**config.mk**
```make
export PLATFORM = sky130hd
export DESIGN_NAME = wrr_credit_ctrl
export DESIGN_NICKNAME = d
export VERILOG_FILES = /design/src/rtl/wrr_pkg.sv /design/src/rtl/wrr_credit_cell.sv /design/src/rtl/wrr_credit_ctrl.sv
export SDC_FILE = /design/constraint.sdc
export NUM_CORES = 1
export LEC_CHECK = 0
export CELL_PAD_IN_SITES_DETAIL_PLACEMENT = 1
export CELL_PAD_IN_SITES_GLOBAL_PLACEMENT = 2
export CORE_UTILIZATION = 28
export CTS_CLUSTER_DIAMETER = 200
export DETAILED_ROUTE_END_ITERATION = 12
export GPL_TIMING_DRIVEN = 0
export PLACE_DENSITY_LB_ADDON = 0.1
export SETUP_SLACK_MARGIN = 0.15
export SLEW_MARGIN = 5
export SYNTH_ARGS = -nofsm -noshare
export SYNTH_HDL_FRONTEND = slang
export SYNTH_SLANG_ARGS = --single-unit
```
**constraint.sdc**
```tcl
create_clock -name clk -period 1.86 [get_ports clk]
set_clock_uncertainty 0.1 [all_clocks]
set_input_delay 0.465 -clock clk [delete_from_list [all_inputs] [get_ports clk]]
set_output_delay 0.465 -clock clk [all_outputs]
set_load 0.005 [all_outputs]
```
**src/rtl/wrr_pkg.sv**
```systemverilog
// Shared constants, state encoding and helpers for the WRR credit/pop controller.
// Optional feature macro: WRR_CREDIT_CARRY_EN (carry leftover credit into reload).
package wrr_pkg;

    localparam int NUM_Q = 8;
    localparam int W_W   = 4;
    localparam int IDX_W = 3;

    // Saturation ceiling for a credit lane
    localparam logic [W_W-1:0] W_MAX = 4'd15;

    typedef enum logic {
        SERVE  = 1'b0,
        RELOAD = 1'b1
    } state_t;

    // Extract lane k from a packed per-queue weight vector
    function automatic logic [W_W-1:0] lane_slice(input logic [NUM_Q*W_W-1:0] vec,
                                                  input logic [IDX_W-1:0]     k);
        lane_slice = vec[int'(k)*W_W +: W_W];
    endfunction

    // One-hot decode of a queue index
    function automatic logic [NUM_Q-1:0] onehot(input logic [IDX_W-1:0] idx);
        onehot = {{(NUM_Q-1){1'b0}}, 1'b1} << idx;
    endfunction

endpackage

```
**src/rtl/wrr_credit_cell.sv**
```systemverilog
// Per-queue credit cell: shadow weight, current credit, decrement and reload.
// With WRR_CREDIT_CARRY_EN defined, a non-empty queue keeps its leftover credit
// at reload (saturating at W_MAX); otherwise reload overwrites the credit.
module wrr_credit_cell
    import wrr_pkg::*;
#(
    parameter logic [W_W-1:0] WEIGHT_RST = 4'd1
) (
    input  logic           clk,
    input  logic           rst_n,
    input  logic [W_W-1:0] cfg_weight,
    input  logic           cfg_load,
    input  logic           empty,
    input  logic           reload,
    input  logic           dec,
    output logic [W_W-1:0] credit,
    output logic           eligible,
    output logic           weighted
);

    localparam logic [W_W-1:0] ZERO_W = {W_W{1'b0}};
    localparam logic [W_W-1:0] ONE_W  = {{(W_W-1){1'b0}}, 1'b1};

    logic [W_W-1:0] shadow_r;
    logic [W_W-1:0] credit_r;
    logic [W_W-1:0] credit_nxt_s;
`ifdef WRR_CREDIT_CARRY_EN
    logic [W_W:0]   carry_sum_s;
`endif

    // Shadow weight: latched on cfg_load, only consumed at the next reload
    always_ff @(posedge clk or negedge rst_n) begin
        if (!rst_n) begin
            shadow_r <= WEIGHT_RST;
        end else if (cfg_load) begin
            shadow_r <= cfg_weight;
        end else begin
            shadow_r <= shadow_r;
        end
    end

    // Next credit: reload wins over decrement; decrement never goes below zero
    always_comb begin
        credit_nxt_s = credit_r;
`ifdef WRR_CREDIT_CARRY_EN
        carry_sum_s  = {1'b0, credit_r} + {1'b0, shadow_r};
`endif
        if (reload) begin
`ifdef WRR_CREDIT_CARRY_EN
            if (!empty) begin
                if (carry_sum_s > {1'b0, W_MAX}) begin
                    credit_nxt_s = W_MAX;
                end else begin
                    credit_nxt_s = carry_sum_s[W_W-1:0];
                end
            end else begin
                credit_nxt_s = shadow_r;
            end
`else
            credit_nxt_s = shadow_r;
`endif
        end else if (dec && (credit_r != ZERO_W)) begin
            credit_nxt_s = credit_r - ONE_W;
        end else begin
            credit_nxt_s = credit_r;
        end
    end

    // Credit register
    always_ff @(posedge clk or negedge rst_n) begin
        if (!rst_n) begin
            credit_r <= ZERO_W;
        end else begin
            credit_r <= credit_nxt_s;
        end
    end

    assign credit   = credit_r;
    assign eligible = !empty && (credit_r != ZERO_W);
    // Queue has work and a non-zero weight for the next round
    assign weighted = !empty && (shadow_r != ZERO_W);

endmodule

```
**src/rtl/wrr_credit_ctrl.sv**
```systemverilog
// Credit and pop controller for the 8-queue WRR FIFO. Holds per-queue credits
// for the external max-weight selector, pops the selected queue and reloads
// credits at round end. Optional macro: WRR_CREDIT_CARRY_EN (see wrr_credit_cell).
module wrr_credit_ctrl
    import wrr_pkg::*;
#(
    parameter logic [W_W-1:0] WEIGHT_RST = 4'd1
) (
    input  logic                 clk,
    input  logic                 rst_n,
    input  logic [NUM_Q*W_W-1:0] cfg_weight,
    input  logic                 cfg_load,
    input  logic [NUM_Q-1:0]     empty,
    input  logic [IDX_W-1:0]     sel_idx,
    input  logic                 rd_req,
    output logic [NUM_Q*W_W-1:0] cur_weight,
    output logic [NUM_Q-1:0]     rd_en,
    output logic                 rd_valid,
    output logic [IDX_W-1:0]     rd_qid,
    output logic                 round_done
);

    state_t             state_r;
    state_t             state_nxt_s;
    logic               reload_s;
    logic               pop_s;
    logic [NUM_Q-1:0]   dec_s;
    logic [NUM_Q-1:0]   elig_s;
    logic [NUM_Q-1:0]   weighted_s;

    logic [NUM_Q-1:0]   rd_en_r;
    logic               rd_valid_r;
    logic [IDX_W-1:0]   rd_qid_r;
    logic               round_done_r;

    genvar k;
    generate
        for (k = 0; k < NUM_Q; k++) begin : g_cell
            wrr_credit_cell #(
                .WEIGHT_RST (WEIGHT_RST)
            ) u_cell (
                .clk        (clk),
                .rst_n      (rst_n),
                .cfg_weight (cfg_weight[k*W_W +: W_W]),
                .cfg_load   (cfg_load),
                .empty      (empty[k]),
                .reload     (reload_s),
                .dec        (dec_s[k]),
                .credit     (cur_weight[k*W_W +: W_W]),
                .eligible   (elig_s[k]),
                .weighted   (weighted_s[k])
            );
        end
    endgenerate

    // State register; reset lands in RELOAD so the first action is a reload
    always_ff @(posedge clk or negedge rst_n) begin
        if (!rst_n) begin
            state_r <= RELOAD;
        end else begin
            state_r <= state_nxt_s;
        end
    end

    // Next state and pop/reload decisions; sel_idx is trusted only if eligible
    always_comb begin
        state_nxt_s = state_r;
        reload_s    = 1'b0;
        pop_s       = 1'b0;
        case (state_r)
            SERVE: begin
                pop_s = rd_req && elig_s[sel_idx];
                // Round ends when nothing is servable but some queue has
                // work with a non-zero weight; zero-weight work never loops
                if ((elig_s == {NUM_Q{1'b0}}) && (weighted_s != {NUM_Q{1'b0}})) begin
                    state_nxt_s = RELOAD;
                end else begin
                    state_nxt_s = SERVE;
                end
            end
            RELOAD: begin
                reload_s    = 1'b1;
                state_nxt_s = SERVE;
            end
            default: begin
                state_nxt_s = RELOAD;
            end
        endcase
    end

    assign dec_s = pop_s ? onehot(sel_idx) : {NUM_Q{1'b0}};

    // Registered pop strobe, index and round-done pulse; rd_qid holds between pops
    always_ff @(posedge clk or negedge rst_n) begin
        if (!rst_n) begin
            rd_en_r      <= {NUM_Q{1'b0}};
            rd_valid_r   <= 1'b0;
            rd_qid_r     <= {IDX_W{1'b0}};
            round_done_r <= 1'b0;
        end else begin
            round_done_r <= reload_s;
            if (pop_s) begin
                rd_en_r    <= onehot(sel_idx);
                rd_valid_r <= 1'b1;
                rd_qid_r   <= sel_idx;
            end else begin
                rd_en_r    <= {NUM_Q{1'b0}};
                rd_valid_r <= 1'b0;
                rd_qid_r   <= rd_qid_r;
            end
        end
    end

    assign rd_en      = rd_en_r;
    assign rd_valid   = rd_valid_r;
    assign rd_qid     = rd_qid_r;
    assign round_done = round_done_r;

endmodule

```
==> impl_metrics.json, run 1 <==
{
  "rsz0062_at_grt": "true",
  "start_kind": "flip-flop",
  "total_power_uw": 7880,
  "synth_compound_area_frac": 0.0909,
  "synth_area_leader_cell": "dfrtp_1",
  "cp.required_ps": 1990,
  "maxCapViolCount": 0,
  "synth_flop_cell": "dfrtp_1",
  "min_period_ps": 2060,
  "syn_nets": 384,
  "die_h_um": 118,
  "fmax_mhz": 486,
  "vias": 3209,
  "ys_types": 48,
  "fin_crit_sh": 1.11,
  "hpwl_um": 8480,
  "clockRootBuffer": "clkbuf_16",
  "slew_headroom": 0.585,
  "num_antenna_cells": 0,
  "maxSlewViolCount": 0,
  "track_usage": 0.187,
  "worstPathMaxFanout": 3,
  "drtAntennaViolNets": 0,
  "ys_ff_latch": 78,
  "grt_first_pass_wirelength_um": 19500,
  "setup_ws_ps": -197,
  "vdd_drop_max_mv": 0.696,
  "crit_arrival_ps": 2180,
  "max-clock-path-buffers": 2,
  "place.gp.congestion": 0.788,
  "fin_hold_ws_ps": -11.4,
  "syn_to_final_growth_pct": 66.2,
  "synthXorXnorAreaFrac": 0.0373,
  "dieArea_um2": 13900,
  "drt-vias-per-instance": 4.66,
  "post_route_cells_drive_above_1_share": 0.488,
  "cts_tree": "yes",
  "r2r_cells": 7,
  "powerDensity_nw_per_um2": 1260,
  "synthAdderAreaFrac": 0.0266,
  "finalSetupTns_ps": -945,
  "grt_max_degree": 44,
  "worstMarginPinSlew_ps": 617,
  "violations": "negative hold slack, negative setup slack",
  "route.detailed.drc": 0,
  "async_flop_share": 1.00,
  "syn_inst": 329,
  "rrSetupSlack_ps": -200,
  "cts.sinks": 78,
  "seq_area_frac_synth": 0.523,
  "setup.worst_path.class": "flip-flop to flip-flop",
  "portBuffers": 90,
  "initial_core_util": 0.293,
  "synthSimpleGateAreaFrac": 0.172,
  "finalHoldViolCount": 14,
  "gr-total-overflow": 0,
  "synth_top_family_by_area": "simple AND/OR/NAND/NOR gates",
  "syn_area_um2": 3760,
  "outcome": "complete, but fails checks",
  "drt_iter0_markers": 76,
  "grt_pass1_vias": 3412,
  "synth_warnings": 0,
  "synth_commonest_cells": "dfrtp_1, mux2_2, nand2_1",
  "synth_area_leaders": "dfrtp_1, mux2_2, dfstp_2, nand2_1, ha_1",
  "die_x_um": 118,
  "power.leakage_uw": 0.00273,
  "synth-edff-count": 0,
  "postLayoutCoreUtil": 0.487,
  "numCtsBuffers": 9,
  "dr.pass1.iters": 4,
  "ioPinCount": 92,
  "synth.most_common_cell": "dfrtp_1",
  "ctsHtreeMaxLevel": 3,
  "crit_path_end_kind": "flip-flop",
  "wl_per_cell_um": 18.2,
  "synthMuxAreaShare": 0.116,
  "reg2reg_to": "rd_qid[0]",
  "synth.avg_cell_area_um2": 11.4,
  "setup_violations": 9,
  "reg2reg_from": "g_cell[0].u_cell.credit[1]",
  "clkSlewWorstSetupHoldPaths_ps": 60,
  "hp-class": "primary input to async pin",
  "clk-insertion-delay-late_ps": 340,
  "synth_top_area_frac": 0.460,
  "place_ws_ps": -805,
  "antenna_found_initial": 0,
  "core-area_um2": 12800,
  "finalNetCount": 567,
  "row_count": 41,
  "wl_um": 12600
}
critical path, cell delays in order (launching register included):
cell,delay [ps]
dfrtp_1,390
inv_2,80
ha_4,130
nor3b_4,250
nor3_4,70
o41ai_2,390
nand2_1,190
mux2_4,330
area by class of cell:
type	instances	area, um^2
plain buffers	10	57.6
clock buffers	15	288
fillers	1379	6580
inverters	24	95.1
multi-input cells	217	2070
flip-flops and latches	78	1970
well taps	172	215
repair buffers	172	1540
cell families after synthesis:
group | count (synthesis)
flops | 78
fa+ha+maj | 8
mux | 39
buf+inv | 34
xor+xnor | 16
simple gates | 105
compound gates | 49
stage by stage:
step	instance area, um^2	cells
5_1_grt	6240	688
2_1_floorplan	3900	329
4_1_cts	5900	665
6_report	6240	688
3_5_place_dp	5040	592
3_3_place_gp	5020	591
metal layers:
layer  up-vias  track usage  part of all wire
met1      1599        0.240              0.45
met2        64        0.308              0.50
li1       1533            -                 -
met5         -            0                 0
met3        13       0.0383             0.034
met4         0       0.0673             0.016
worst max-delay path by stage:
stage	from	end	slack, ps	cells past startpoint
after floorplan	g_cell[2].u_cell.credit[0]	rd_qid[0]	-100	7
after global placement	rst_n	g_cell[4].u_cell.credit[1]	-2740	1
after detailed placement	sel_idx[0]	g_cell[2].u_cell.credit[3]	-800	6
after CTS	g_cell[0].u_cell.credit[1]	rd_qid[0]	-190	7
after global routing	g_cell[0].u_cell.credit[0]	rd_qid[0]	-280	7
final	g_cell[0].u_cell.credit[1]	rd_qid[0]	-200	7
timing repair:
action                                  4_1_cts  5_1_grt
endpoints found under the setup margin      107       48
buffers inserted                             58       23
hold buffers                                  0        0
resized for setup                           133       64
pin swaps                                    31       31
state kept, by name (all words and copies together) (netlist names):
| name | flops |
|---|---|
| g_cell.u_cell.credit | 32 |
| round_done | 1 |
| state_r | 1 |
| rd_qid | 3 |
| g_cell.u_cell.shadow_r | 32 |
| rd_valid | 1 |
| rd_en | 8 |
power by group:
group | switching, uW | internal (uW)
clock network | 657 | 1040
logic | 1380 | 2140
registers | 486 | 2170
cells in the final DEF, fill, tap and decap left out, types with 5 or more instances in the layout:
master	Yosys	routed
mux2_2	35	31
inv_1	24	7
clkbuf_16	0	9
o22ai_1	6	6
nor2_1	11	8
dlygate4sd2_1	0	32
xnor2_1	11	7
o21ai_1	3	11
clkdlybuf4s50_1	0	40
inv_2	0	16
ha_4	0	8
nor3b_4	1	7
clkbuf_2	0	13
nand2_1	33	28
mux2_4	0	6
o21ai_0	16	7
dfrtp_1	69	60
dfrtp_2	0	9
nor3_1	13	8
clkdlybuf4s15_1	0	5
dfstp_2	9	9
xor2_1	5	5
buf_4	0	61
nor4_1	10	9
buf_6	0	25
No activity file was read; power rests on OpenSTA's default activity.
==> run 2, diff against run 1 <==
- CTS_CLUSTER_SIZE: default -> 20
==> results of run 2 <==
No change in the layout: final DEF, timing and power equal those of run 1.
